## config.mk

```make
export PLATFORM = sky130hd
export DESIGN_NAME = timer_sched
export DESIGN_NICKNAME = d
export VERILOG_FILES = /design/src/rtl/timer_sched_pkg.sv /design/src/rtl/timer_sched_chan.sv /design/src/rtl/timer_sched.sv
export SDC_FILE = /design/constraint.sdc
export NUM_CORES = 1
export LEC_CHECK = 0
export BUFFER_PORTS_ARGS = -buffer_cell sky130_fd_sc_hd__buf_4
export CAP_MARGIN = 5
export CORE_UTILIZATION = 62
export DETAILED_ROUTE_END_ITERATION = 7
export GPL_ROUTABILITY_DRIVEN = 0
export PLACE_DENSITY = 0.77
export RECOVER_POWER = 25
export SLEW_MARGIN = 20
export SYNTH_ARGS = -nofsm -noshare
export SYNTH_HDL_FRONTEND = slang
export SYNTH_SLANG_ARGS = --single-unit
```

## constraint.sdc

```tcl
create_clock -name clk_i -period 7.4 [get_ports clk_i]
set_clock_uncertainty 0.15 [all_clocks]
set_input_delay 0.74 -clock clk_i [delete_from_list [all_inputs] [get_ports clk_i]]
set_output_delay 0.74 -clock clk_i [all_outputs]
set_load 0.1 [all_outputs]
```

## src/rtl/timer_sched_pkg.sv

```systemverilog
// Shared constants and types for the multi-channel tick scheduler.
package timer_sched_pkg;

    // Register map: 0 = prescaler divisor, then period/ctrl pairs per channel.
    localparam logic [3:0] ADDR_PRESC   = 4'd0;
    localparam logic [3:0] ADDR_CH_BASE = 4'd2;

    // Ctrl register bit positions.
    localparam int unsigned CTRL_EN      = 0;
    localparam int unsigned CTRL_ONESHOT = 1;

    typedef enum logic [1:0] {
        StIdle,
        StRun,
        StDone
    } ch_state_e;

endpackage

```

## src/rtl/timer_sched_chan.sv

```systemverilog
// One scheduler channel: IDLE/RUN/DONE FSM, base-tick counter, tick pulse and
// sticky pending flag.
module timer_sched_chan
    import timer_sched_pkg::*;
#(
    parameter int unsigned PERIOD_W = 16
) (
    input  logic                clk_i,
    input  logic                rst_i,
    input  logic                base_tick_i,
    input  logic                per_wr_i,
    input  logic                ctrl_wr_i,
    input  logic [PERIOD_W-1:0] per_data_i,
    input  logic                ctrl_en_i,
    input  logic                ctrl_oneshot_i,
    input  logic                ack_i,
    output logic                tick_o,
    output logic                pend_o,
    output logic                busy_o
);

    ch_state_e           state_q, state_d;
    logic [PERIOD_W-1:0] ccnt_q, ccnt_d;
    logic [PERIOD_W-1:0] period_q, period_d;
    logic                oneshot_q, oneshot_d;
    logic                tick_q;
    logic                pend_q, pend_d;
    logic                fire;

    // Next state: a ctrl write overrides any fire decision in the same cycle.
    always_comb begin
        state_d   = state_q;
        ccnt_d    = ccnt_q;
        period_d  = period_q;
        oneshot_d = oneshot_q;
        fire      = 1'b0;

        if (ctrl_wr_i) begin
            if (ctrl_en_i) begin
                state_d   = StRun;
                ccnt_d    = '0;
                oneshot_d = ctrl_oneshot_i;
            end else begin
                state_d = StIdle;
            end
        end else if (state_q == StRun && base_tick_i) begin
            // >= so a period lowered below ccnt fires rather than wrapping.
            if (ccnt_q >= period_q) begin
                fire   = 1'b1;
                ccnt_d = '0;
                if (oneshot_q) begin
                    state_d = StDone;
                end
            end else begin
                ccnt_d = ccnt_q + 1'b1;
            end
        end

        // Compare above uses the old period; a new one applies next compare.
        if (per_wr_i) begin
            period_d = per_data_i;
        end

        // A new fire beats a simultaneous acknowledge.
        pend_d = fire | (pend_q & ~ack_i);
    end

    // Channel state registers.
    always_ff @(posedge clk_i or posedge rst_i) begin
        if (rst_i) begin
            state_q   <= StIdle;
            ccnt_q    <= '0;
            period_q  <= '0;
            oneshot_q <= 1'b0;
            tick_q    <= 1'b0;
            pend_q    <= 1'b0;
        end else begin
            state_q   <= state_d;
            ccnt_q    <= ccnt_d;
            period_q  <= period_d;
            oneshot_q <= oneshot_d;
            tick_q    <= fire;
            pend_q    <= pend_d;
        end
    end

    assign tick_o = tick_q;
    assign pend_o = pend_q;
    assign busy_o = (state_q == StRun);

endmodule

```

## src/rtl/timer_sched.sv

```systemverilog
// Multi-channel periodic/one-shot tick scheduler sharing one prescaler.
module timer_sched
    import timer_sched_pkg::*;
#(
    parameter int unsigned           NCH       = 4,
    parameter int unsigned           PRESC_W   = 16,
    parameter int unsigned           PERIOD_W  = 16,
    parameter logic [PRESC_W-1:0]    DEF_PRESC = 16'd59999,
    localparam int unsigned          DataW     = (PRESC_W > PERIOD_W) ? PRESC_W : PERIOD_W
) (
    input  logic             clk_i,
    input  logic             rst_i,
    input  logic             wr_i,
    input  logic [3:0]       addr_i,
    input  logic [DataW-1:0] data_i,
    input  logic [NCH-1:0]   ack_i,
    output logic [NCH-1:0]   tick_o,
    output logic [NCH-1:0]   pend_o,
    output logic [NCH-1:0]   busy_o,
    output logic             irq_o
);

    logic [PRESC_W-1:0] presc_q, presc_d;
    logic [PRESC_W-1:0] pcnt_q, pcnt_d;
    logic               base_tick_q, base_tick_d;
    logic               irq_q;
    logic               presc_wr;
    logic [3:0]         ch_off;

    assign presc_wr = wr_i && (addr_i == ADDR_PRESC);
    // Channel index lives in ch_off[3:1], period/ctrl select in ch_off[0].
    assign ch_off   = addr_i - ADDR_CH_BASE;

    // Prescaler next state: a divisor write restarts the count with no tick.
    always_comb begin
        presc_d     = presc_q;
        pcnt_d      = pcnt_q;
        base_tick_d = 1'b0;
        if (presc_wr) begin
            presc_d = data_i[PRESC_W-1:0];
            pcnt_d  = '0;
        end else if (pcnt_q == presc_q) begin
            pcnt_d      = '0;
            base_tick_d = 1'b1;
        end else begin
            pcnt_d = pcnt_q + 1'b1;
        end
    end

    // Prescaler and interrupt registers.
    always_ff @(posedge clk_i or posedge rst_i) begin
        if (rst_i) begin
            presc_q     <= DEF_PRESC;
            pcnt_q      <= '0;
            base_tick_q <= 1'b0;
            irq_q       <= 1'b0;
        end else begin
            presc_q     <= presc_d;
            pcnt_q      <= pcnt_d;
            base_tick_q <= base_tick_d;
            irq_q       <= |pend_o;
        end
    end

    assign irq_o = irq_q;

    for (genvar g = 0; g < NCH; g++) begin : g_chan
        logic sel;
        assign sel = wr_i && (addr_i >= ADDR_CH_BASE) && (ch_off[3:1] == 3'(g));

        timer_sched_chan #(
            .PERIOD_W (PERIOD_W)
        ) u_chan (
            .clk_i          (clk_i),
            .rst_i          (rst_i),
            .base_tick_i    (base_tick_q),
            .per_wr_i       (sel && !ch_off[0]),
            .ctrl_wr_i      (sel && ch_off[0]),
            .per_data_i     (data_i[PERIOD_W-1:0]),
            .ctrl_en_i      (data_i[CTRL_EN]),
            .ctrl_oneshot_i (data_i[CTRL_ONESHOT]),
            .ack_i          (ack_i[g]),
            .tick_o         (tick_o[g]),
            .pend_o         (pend_o[g]),
            .busy_o         (busy_o[g])
        );
    end

endmodule

```

After elaboration in Yosys (flattened, before gate mapping)
Index checks and enable logic that the tools add are counted.
Word-level totals
  bits in registers: 182
  bits of input ports: 27
  output and inout bits: 13
  logic and storage cells: 155
Cells by class
  add/subtract/negate cells: 6
  $lt $le $gt $ge: 5
  equality and inequality tests: 12
  mux-type cells: 46
  bitwise operators: 12
  reduce and logical (&&, ||, !) cells: 46
Operators by type and width (number)
  two-way mux 16 bit: 15
  adder 16 x 1 -> 16 bit (second input constant): 5
  greater-or-equal comparator 16 bit: 4
  two-way mux 2 bit: 16
  nonzero test 2 bit: 12
  logical AND 1 bit: 18
  == test 16 bit: 1
  AND reduction 2 bit: 8
  two-way mux 1 bit: 15
  AND reduction 3 bit: 4
  == test 2 x 1 -> 1 bit (second input constant): 4
  != test 2 bit (second input constant): 4
  == test 3 x 2 -> 1 bit (second input constant): 2
  AND 1 bit: 4
  greater-or-equal comparator 4 x 2 -> 1 bit (second input constant): 1
  zero test 4 bit: 1
  NOT 1 bit: 4
  bitwise OR 1 bit: 4
  OR reduction 4 bit: 1
  subtractor 4 x 2 -> 4 bit (second input constant): 1
  == test 3 x 1 -> 1 bit (second input constant): 1
  zero test 3 bit: 1
  zero test 1 bit: 1

Logic depth before layout (Yosys ltp)
Gate-level depths: netlist of run 1.
  depth in word-level cells: 6
  mapped depth: 9
  gate-level depth less buffers: 8

By module
A second synthesis of run 1 with hierarchy kept.
Second synthesis, totals
  cell total of the unflattened synthesis: 1009
  area total of the unflattened synthesis: 9872.0 um^2
Modules (own cells, without submodules)
  timer_sched_chan: instances 4, cells an instance 214, area an instance 2038.2 um^2, seq. area each 925.9 um^2
  timer_sched: instances 1, cells an instance 153, area an instance 1719.1 um^2, seq. area each 864.6 um^2

Worst setup path after synthesis of run 1
No wires, ideal clock.
  kind: input -> register
  start point: input port addr_i[0]
  end point: register g_chan[2].u_chan.ccnt_q[10]
  library setup time: 0.137 ns
  data arrival time: 2.167 ns
  required time: 7.113 ns
  path slack: 4.946 ns
  stages on the path: 9
  path buffers: 3
  cells stage by stage: buf_4 -> nand2b_4 -> buf_6 -> or3_1 -> buf_2 -> a2111oi_4 -> nand2_1 -> xor2_1 -> nor2_1
On the way
  word-level cells in the longest chain between the ends: 6
  elaborated cells on any way between the ends: 10
  those cells by class: add/sub (1); order compare (1); eq/ne (2); mux (1); reduce/logical (5)
Ends and longest elaborated chain
  from (decl): line timer_sched.sv:14  | input logic [3:0] addr_i,
  subtractor 4 x 2 -> 4 bit or greater-or-equal comparator 4 x 2 -> 1 bit (tied branches): line timer_sched.sv:32, timer_sched.sv:69
  == test 3 x 2 -> 1 bit or logical AND 1 bit (tied branches): line timer_sched.sv:69  | assign sel = wr_i && (addr_i >= ADDR_CH_BASE) && (ch_off[3:1] == 3'(g));
  logical AND 1 bit: line timer_sched.sv:69
  logical AND 1 bit (*): line timer_sched.sv:78  | .ctrl_wr_i (sel && ch_off[0]),
  != test 2 bit (no line) or nonzero test 2 bit (tied branches)
  AND reduction 2 bit (no line)
  to (signal assigned): line timer_sched_chan.sv:79  | ccnt_q <= ccnt_d;
  to (decl): line timer_sched_chan.sv:23  | logic [PERIOD_W-1:0] ccnt_q, ccnt_d;
Mark *: on every way between the ends. The rest lies on a longest branch, timed or not.
A chain may end at the register's enable or synchronous reset.

==> results of run 1 <==
synthesized netlist by cell type, drive strengths merged, types with 9 or more instances:
cell / instances
a31oi: 16
xnor2: 24
o21ai: 93
dfstp: 11
dfrtp: 171
nor2b: 10
inv: 86
nor3: 18
nand4: 27
ha: 69
nor2: 76
nand3b: 9
clkbuf: 17
nand3: 41
mux2: 23
nand2: 116
buf: 21
a21oi: 23
and3: 24
xor2: 43
nor4: 9
placed cells by master, fill, tap and decap left out, types with 5 or more instances in the layout:
cell type,instances
nand3_1,41
nor2_1,76
a31oi_1,16
bufinv_16,5
nor4_2,5
clkbuf_16,17
dfstp_2,11
mux2_2,17
ha_1,69
o21a_1,7
xor2_1,43
nand2_1,116
a21o_1,7
nand4_1,27
and3_1,24
or3_1,6
nor3_1,16
dfrtp_1,171
buf_4,45
nor2b_1,9
inv_1,85
xnor2_1,24
nand3b_1,9
mux2_1,6
and3b_1,5
a21oi_1,23
o21ai_0,88
nand2b_1,5
logic make-up (layout without fill, tap and decap cells):
group,count (synthesis),in the layout,share of synthesized area
muxes,26,26,0.0298
buffers and inverters,124,165,0.0549
xor gates and xnor gates,67,67,0.0605
AOI/OAI and AO/OA,179,179,0.113
adders and majority gates,69,69,0.0890
and+or+nand+nor,359,359,0.182
DFF,182,182,0.471
sequential cells by signal (all words and copies together) (netlist names):
| signal | flops |
|---|---|
| pcnt_q | 16 |
| g_chan.u_chan.tick_o | 4 |
| g_chan.u_chan.state_q | 8 |
| irq_o | 1 |
| g_chan.u_chan.period_q | 64 |
| base_tick_q | 1 |
| g_chan.u_chan.oneshot_q | 4 |
| g_chan.u_chan.pend_o | 4 |
| presc_q | 16 |
| g_chan.u_chan.ccnt_q | 64 |
worst paths after layout:
| kind | startpoint | slack [ns] | to |
|---|---|---|---|
| worst max-delay path | rst_i | 3.18 | g_chan[3].u_chan.ccnt_q[6] |
| worst min-delay path | g_chan[1].u_chan.oneshot_q | 0.33 | g_chan[1].u_chan.oneshot_q |
| worst max register to register | g_chan[2].u_chan.ccnt_q[9] | 4.54 | g_chan[2].u_chan.ccnt_q[7] |
| worst min register to register | g_chan[1].u_chan.oneshot_q | 0.33 | g_chan[1].u_chan.oneshot_q |
| max in group clk_i | g_chan[2].u_chan.ccnt_q[9] | 4.54 | g_chan[2].u_chan.ccnt_q[7] |
| min in group asynchronous | rst_i | 1.38 | g_chan[0].u_chan.period_q[9] |
critical path: cells and delay by family:
| kind | cells | cell delay (ns) |
|---|---|---|
| buffers and inverters | 4 | 3.75 |
layer usage:
metal	share of wire	global-route usage	up-vias
li1	-	-	3526
met1	0.45	0.386	3467
met2	0.47	0.454	149
met3	0.042	0.0498	54
met4	0.036	0.133	0
met5	0	0	-
power by group:
part	leakage (nW)	switching (mW)	total (mW)	internal, mW
sequential	2.34	0.0845	1.23	1.15
clock	0.324	0.368	1.00	0.636
combinational	2.48	0.270	0.449	0.178
metrics by stage:
stage | area [um2] | setup slack, ns | util | total power, mW
finish | 10800 | 3.18 | 0.707 | 2.68
global route | 10800 | 2.50 | 0.707 | 2.83
CTS | 10800 | 4.59 | 0.708 | 2.71
detailed placement | 10100 | 4.51 | 0.664 | 1.69
global placement | 10100 | 4.52 | 0.664 | 1.67
floorplan | 9700 | 1.58 | - | 1.57
area by class of cell:
class,instances,area share
sequential,182,0.423
timing repair buffer,47,0.0324
tap,211,0.0245
clock buffer,24,0.0456
clock inverter,8,0.0157
inverter,86,0.0300
multi-input combinational,700,0.428
==> results.cfg, run 1 <==
[layout]
diodes = 0
seqCellArea_mm2 = 0.00457
multi_input_area_mm2 = 0.00462
final_cells = 1258
nFillCells = 1175
drive_above_1_share = 0.118
area_delta_synth_final_pct = 11.2
nets = 1130

[clock_tree]
cts_num_sinks = 182
cts_tree = yes
clockBufferDepth = 2
cts_setup_buffers = 0
clk_pin_slew_ns = 0.06
hold_buffers = 0
htree_num_levels = 4
ctsRootBufferMaster = clkbuf_16
cts_buffers = 17
clk_latency_ns = 0.43
cts_resized = 0

[worst_setup_path]
rr_worst_depth = 8
critPathMostFrequentCell = buf_4
crit_arrival_ns = 4.59
worstPathCellList = clkbuf_4, clkinvlp_2, buf_4, buf_4
endpoint_kind = async pin
required_ns = 7.77
crit_path_top_delay_cell = clkinvlp_2
slowest_delay_ns = 2.26
crit_fanout = 93
worstSetupPathType = in -> async
crit_path_start_kind = primary input

[synth]
synth_top_area_share = 0.441
synthesis.nets = 1102
netlist_instances = 1006
ys_ff_latch = 182
avgSynthCellArea_um2 = 9.65
yosysWarnings = 0
ys_top_cells_by_area = dfrtp_1, ha_1, o21ai_0
synth_ff_type = dfrtp_1
async_flop_share = 1.00
ys_types = 58
synth_area_mm2 = 0.00970
ys_seq_area_frac = 0.471
post-synth-top-area-cell = dfrtp_1
synth_edf_count = 0

[drt]
wl_um = 21200
first_pass_iters = 5
drc_errors = 0
wl_per_cell_um = 16.9
vias = 7196
final_antenna_net_count = 0
avgViaCountPerCell = 5.72
drtIter0Drc = 490

[floorplanning]
dieArea_mm2 = 0.0162
floorplan.die.height_um = 127
die_w_um = 127
rows = 45
core_area_mm2 = 0.0153
ios = 40
initial_utilization = 0.636

[sta]
setup_tns_ns = 0
relSlewSlack = -1.71
setup_viol = 0
rsz0062_at_grt = no
tightest_slew_ns = 4.05
timing.fmax_mhz = 237
hold-worst-slack_ns = 0.330
min_period_ns = 4.22
slew_viol_final = 94
period_share = 0.570
finalHoldViolCount = 0

[placed_design]
hpwl_um = 14800
dp_cells = 1226
portBuffers = 39

[grt]
grt_overflow_total = 0
grt_max_degree = 94
grt_use_total = 0.286
grt_pass1_vias = 7060
grt_pass1_wl_um = 35400
antenna_found_initial = 0

[worst_hold_path]
min_path_cells = 2
hold_class = reg -> reg

[run_status]
outcome = finished, violations left
violations = max-capacitance violations, max-slew violations

[power]
peakVddDrop_mv = 0.172
power.density_mw_per_mm2 = 249
leakage_nw = 5.14

[job]
max_cap_violations = 1
(Power assumes the default switching activity.)
==> run 2: changes to the inputs <==
--- a/config.mk
+++ b/config.mk
@@ -5,12 +5,13 @@
 export SDC_FILE = /design/constraint.sdc
 export NUM_CORES = 1
 export LEC_CHECK = 0
+export ABC_AREA = 1
 export BUFFER_PORTS_ARGS = -buffer_cell sky130_fd_sc_hd__buf_4
 export CAP_MARGIN = 5
-export CORE_UTILIZATION = 62
+export CORE_UTILIZATION = 63
 export DETAILED_ROUTE_END_ITERATION = 7
 export GPL_ROUTABILITY_DRIVEN = 0
-export PLACE_DENSITY = 0.77
+export PLACE_DENSITY = 0.78
 export RECOVER_POWER = 25
 export SLEW_MARGIN = 20
 export SYNTH_ARGS = -nofsm -noshare
==> constraint.sdc (replaced) <==
create_clock -name clk_i -period 4.4 [get_ports clk_i]
set_clock_uncertainty 0.15 [all_clocks]
set_input_delay 0.44 -clock clk_i [delete_from_list [all_inputs] [get_ports clk_i]]
set_output_delay 0.44 -clock clk_i [all_outputs]
set_load 0.1 [all_outputs]
==> run 2 against run 1 <==
  * The flow now finishes without violations
  * Synthesized cell count rose by 32%
  * Design area rose by 4.4%
  * Largest cell class unchanged
  * Power rose by 70%
  * Critical endpoint is now g_chan[0].u_chan.ccnt_q[13]
  * Core utilization fell by 0.068 points
  * Setup slack got worse by 1.4 ns
  * Sequential power rose by 74%
  * Non-clock buffer count fell by 4
  * Clock power rose by 45%
  * Count of clock-buffer cells in the layout fell by 3
==> results.cfg, run 2 <==
[run_status]
outcome = finished clean

[worst_setup_path]
crit_arrival_ns = 2.81
crit_fanout = 26
slowest_delay_ns = 1.00
worstSetupPathType = in -> async
worstPathCellList = dlygate4sd3_1, clkbuf_4, clkinvlp_2, clkbuf_1
path_buf_inv = 4
crit_family = buffers and inverters
crit_path_top_delay_cell = clkbuf_1
crit_path_start_kind = primary input
required_ns = 4.59
endpoint_kind = async pin

[synth]
ys_seq_area_frac = 0.442
synth_xor_area_frac = 0.0509
netlist_instances = 1323
synth_edf_count = 0
synth_top_family_by_area = simple AND/OR/NAND/NOR gates
avgSynthCellArea_um2 = 7.81
synthSimpleGateAreaFrac = 0.264
ys_types = 36
synth_fa_ha_area_frac = 0.0835
async_flop_share = 1.00
muxShareOfSynthArea = 0
synthesis.nets = 1419
yosysWarnings = 0
synth_ff_type = dfrtp_1
synth_area_mm2 = 0.0103
ys_ff_latch = 182
synth_top_area_share = 0.414
synth_common_cells = nand2_1, inv_1, dfrtp_1
ys_top_cells_by_area = dfrtp_1, nand2_1, ha_1
synth-compound-area-share = 0.0718
post-synth-top-area-cell = dfrtp_1
synthMostInstantiatedCell = nand2_1

[sta]
min_period_ns = 2.63
period_share = 0.597
finalHoldViolCount = 0
setup_tns_ns = 0
setup_viol = 0
timing.fmax_mhz = 381
tightest_slew_ns = 1.27
hold-worst-slack_ns = 0.0265
relSlewSlack = 0.152
slew_viol_final = 0
rsz0062_at_grt = no

[grt]
grt_pass1_wl_um = 37800
grt_use_total = 0.294
grt_overflow_total = 0
grt_max_degree = 96
antenna_found_initial = 0
grt_pass1_vias = 7793

[drt]
wl_per_cell_um = 14.6
wl_um = 23100
first_pass_iters = 5
avgViaCountPerCell = 5.29
drtIter0Drc = 610
final_antenna_net_count = 0
vias = 8378
drc_errors = 0

[clock_tree]
cts_resized = 0
cts_buffers = 17
htree_num_levels = 4
clk_latency_ns = 0.44
clk_pin_slew_ns = 0.06
cts_tree = yes
cts_num_sinks = 182
clockBufferDepth = 2
ctsRootBufferMaster = clkbuf_16

[floorplanning]
core_area_mm2 = 0.0159
initial_utilization = 0.648
floorplan.die.height_um = 130
rows = 46
ios = 40
dieArea_mm2 = 0.0169
die_w_um = 130

[placed_design]
hpwl_um = 16300
portBuffers = 39

[layout]
drive_above_1_share = 0.0753
nFillCells = 1309
nets = 1450
mostFrequentLayoutCells = nand2_1, inv_1, dfrtp_1
layout_commonest_cell = nand2_1
area_delta_synth_final_pct = 8.97
diodes = 0
top_regs = g_chan.u_chan.ccnt_q: 64 flops, g_chan.u_chan.period_q: 64 flops

[job]
max_cap_violations = 0

[power]
peakVddDrop_mv = 0.385
power.density_mw_per_mm2 = 406
leakage_nw = 5.83

[worst_hold_path]
hold_class = in -> reg
run 2: cell count changes in the layout (fill, tap and decap cells not counted), moves of 12 or more:
cell / previous run / this run
nand2_1: 116 / 391
inv_1: 85 / 181
and3_1: 24 / 4
nor2_1: 76 / 128
a21oi_1: 23 / 35
mux2_2: 17 / 0
a31oi_1: 16 / 0
buf_4: 45 / 29
run 2: timing repair:
action                                 CTS  global route
buffers inserted                         0             0
endpoints found under the hold margin   23             0
setup endpoints to repair                0             0
hold buffers                             1             0
run 2: logic make-up (layout without fill, tap and decap cells):
| kind of cell | after synthesis | count (layout) |
|---|---|---|
| simple gates | 644 | 644 |
| buf+inv | 224 | 268 |
| flops | 182 | 182 |
| compound gates | 144 | 144 |
| fa+ha+maj | 69 | 69 |
| xor+xnor | 60 | 60 |
run 2: per-layer routing:
layer,wire length [um],GRT usage,vias to the layer above
li1,-,-,4208
met1,10700,0.396,3957
met2,11100,0.491,175
met3,890,0.0521,38
met4,425,0.0807,0
met5,0,0,-
run 2: area by class of cell:
class,instances,area (um2),share of cell area
repair buffers,43,297,0.0263
clock inverters,11,105,0.00933
multi-input cells,917,4840,0.430
inverters,193,727,0.0646
well taps,216,270,0.0240
clock buffers,21,450,0.0400
flip-flops and latches,182,4570,0.406
run 2: final timing paths:
kind                            slack [ns]  depth (start not counted)                       start                           end
worst max-delay path                  1.77                          4                       rst_i   g_chan[0].u_chan.ccnt_q[13]
min in group asynchronous             0.66                          3                       rst_i  g_chan[0].u_chan.period_q[3]
worst max register to register        2.12                         12  g_chan[1].u_chan.ccnt_q[4]    g_chan[1].u_chan.ccnt_q[3]
max in group clk_i                    2.12                         12  g_chan[1].u_chan.ccnt_q[4]    g_chan[1].u_chan.ccnt_q[3]
worst min-delay path                  0.03                          2                    ack_i[1]       g_chan[1].u_chan.pend_o
worst min register to register        0.34                          2  g_chan[1].u_chan.oneshot_q    g_chan[1].u_chan.oneshot_q
run 2: metrics by stage:
step                      instance area, um2  total power [mW]  setup slack, ns   util  instances
after floorplan                        10300              2.88             1.48      -       1323
after global placement                 10800              3.08             2.05  0.675       1550
after detailed placement               10800              3.13             2.02  0.675       1550
after CTS                              11300              4.59             2.15  0.710       1583
after global routing                   11300              4.85             1.36  0.706       1583
final                                  11300              4.58             1.77  0.706       1583
run 2: power by group:
part	total [mW]	internal (mW)	leakage [nW]	switching [mW]
Sequential	2.14	1.93	2.36	0.209
Combinational	0.980	0.379	3.21	0.601
Clock	1.45	0.796	0.260	0.657
==> run 3: changes to the inputs <==
--- a/config.mk
+++ b/config.mk
@@ -5,13 +5,13 @@
 export SDC_FILE = /design/constraint.sdc
 export NUM_CORES = 1
 export LEC_CHECK = 0
-export ABC_AREA = 1
+export ABC_AREA = 0
 export BUFFER_PORTS_ARGS = -buffer_cell sky130_fd_sc_hd__buf_4
 export CAP_MARGIN = 5
-export CORE_UTILIZATION = 63
+export CORE_UTILIZATION = 62
 export DETAILED_ROUTE_END_ITERATION = 7
 export GPL_ROUTABILITY_DRIVEN = 0
-export PLACE_DENSITY = 0.78
+export PLACE_DENSITY = 0.77
 export RECOVER_POWER = 25
 export SLEW_MARGIN = 20
 export SYNTH_ARGS = -nofsm -noshare
==> constraint.sdc (replaced) <==
create_clock -name clk_i -period 2.68 [get_ports clk_i]
set_clock_uncertainty 0.15 [all_clocks]
set_input_delay 0.268 -clock clk_i [delete_from_list [all_inputs] [get_ports clk_i]]
set_output_delay 0.268 -clock clk_i [all_outputs]
set_load 0.1 [all_outputs]
==> run 3 against run 2 <==
  * Via count shrank 13%
  * Register-to-register slack got worse by 2.0 ns
  * Design area fell by 2.1%
  * Die area down 4.5%
  * Power rose by 59%
  * Core utilization up 1.6 points
  * Sequential share of layout area is 0.86 points higher
  * First-iteration DRC count decreased by 21%
  * Largest cell class unchanged
  * Highest routed layer unchanged
==> results.cfg, run 3 (synthesized netlist as in run 1, its figures left out) <==
[worst_setup_path]
endpoint_kind = flop
crit_arrival_ns = 2.70
crit_path_start_kind = flop
required_ns = 2.83
worstSetupPathType = reg -> reg
crit_fanout = 8

[power]
p_clk_frac = 0.359
pwr-share-comb = 0.176
leakage_nw = 5.23
pwr-share-seq = 0.465
netSwitchingFraction = 0.290
p_int_mw = 5.17
switchingPower_mw = 2.11
peakVddDrop_mv = 0.539
power.density_mw_per_mm2 = 660

[sta]
setup_tns_ns = 0
timing.fmax_mhz = 392
rsz0062_at_grt = yes
min_period_ns = 2.55
setup_viol = 0
relSlewSlack = 0.204
tightest_slew_ns = 1.19
slew_viol_final = 0
finalHoldViolCount = 0
period_share = 0.951

[clock_tree]
clockBufferDepth = 2
clk_pin_slew_ns = 0.07
ctsRootBufferMaster = clkbuf_16
clk_latency_ns = 0.44
htree_num_levels = 4
cts_tree = yes
cts_buffers = 17
cts_num_sinks = 182

[floorplanning]
initial_utilization = 0.636
die_w_um = 127
core_area_mm2 = 0.0153
rows = 45
floorplan.die.height_um = 127
dieArea_mm2 = 0.0162
ios = 40

[grt]
grt_overflow_total = 0
grt_max_degree = 59
antenna_found_initial = 0
grt_pass1_vias = 6929
grt_use_total = 0.285
grt_pass1_wl_um = 35400

[layout]
fin_util = 0.723
nets = 1161
mostFrequentLayoutCells = dfrtp_1, nand2_1, o21ai_0
area_delta_synth_final_pct = 13.6
drive_above_1_share = 0.126
diodes = 0
design_area_mm2 = 0.0110
layout_commonest_cell = dfrtp_1
top_regs = g_chan.u_chan.ccnt_q: 64 flops, g_chan.u_chan.period_q: 64 flops

[drt]
final_antenna_net_count = 0
wl_per_cell_um = 16.6
vias = 7295
drtIter0Drc = 480
first_pass_iters = 5
drc_errors = 0
wl_um = 21500
avgViaCountPerCell = 5.66

[run_status]
outcome = finished clean

[placed_design]
portBuffers = 39
dpl_cell_area_mm2 = 0.0103
hpwl_um = 15200

[worst_hold_path]
hold_class = in -> reg

[job]
max_cap_violations = 0
==> run 3: worst max-delay path, cell delays in order, from the launching register on <==
cell,delay [ns]
dfrtp_1,0.43
ha_1,0.31
nand4_1,0.15
or4_1,0.56
a221oi_2,0.20
nor4_2,0.14
o21ai_2,0.37
nor2_1,0.11
==> run 3: final cells by class <==
| class | count | area [um2] |
|---|---|---|
| Multi-Input combinational cell | 700 | 4620 |
| Sequential cell | 182 | 4570 |
| Fill cell | 1114 | 4230 |
| Timing Repair Buffer | 78 | 626 |
| Clock buffer | 17 | 425 |
| Inverter | 86 | 324 |
| Tap cell | 211 | 264 |
| Clock inverter | 15 | 196 |
==> run 3: power groups by stage <==
stage	sequential [mW]	combinational, mW	clock (mW)
finish	3.38	1.28	2.62
global route	3.43	1.46	2.75
floorplan	3.38	0.954	0
CTS	3.38	1.30	2.64
global placement	3.42	1.22	0
detailed placement	3.43	1.27	0
==> run 3: path summary, 6_finish.rpt <==
path	startpoint	endpoint	slack, ns	cells after the start
setup / recovery	g_chan[1].u_chan.ccnt_q[14]	g_chan[1].u_chan.ccnt_q[11]	0.13	7
hold / removal	data_i[1]	g_chan[1].u_chan.oneshot_q	0.02	3
setup reg to reg	g_chan[1].u_chan.ccnt_q[14]	g_chan[1].u_chan.ccnt_q[11]	0.13	7
hold reg to reg	g_chan[1].u_chan.oneshot_q	g_chan[1].u_chan.oneshot_q	0.33	2
max in group asynchronous	rst_i	g_chan[3].u_chan.ccnt_q[4]	0.62	4
min in group asynchronous	rst_i	g_chan[1].u_chan.period_q[11]	0.26	3
==> run 3: routing by layer <==
metal | vias to the layer above | global-route usage | share of wire
li1 | 3569 | - | -
met1 | 3559 | 0.389 | 0.47
met2 | 136 | 0.465 | 0.48
met3 | 31 | 0.0507 | 0.039
met4 | 0 | 0.0952 | 0.017
met5 | - | 0 | 0
==> run 3: metrics by stage <==
step	std cells	hold slack [ns]	total power, mW	worst slack [ns]
floorplan	1006	0.203	4.33	-0.0656
global placement	1237	0.107	4.64	0.183
detailed placement	1237	0.106	4.69	0.103
CTS	1288	0.0162	7.33	0.0380
global route	1289	0.0354	7.64	-0.00468
finish	1289	0.0220	7.28	0.131
==> run 3: repair_timing <==
item	in CTS	in global routing
endpoints found under the hold margin	141	0
setup buffers	0	1
gates resized for setup	0	3
hold buffers	19	0
setup endpoints to repair	0	22
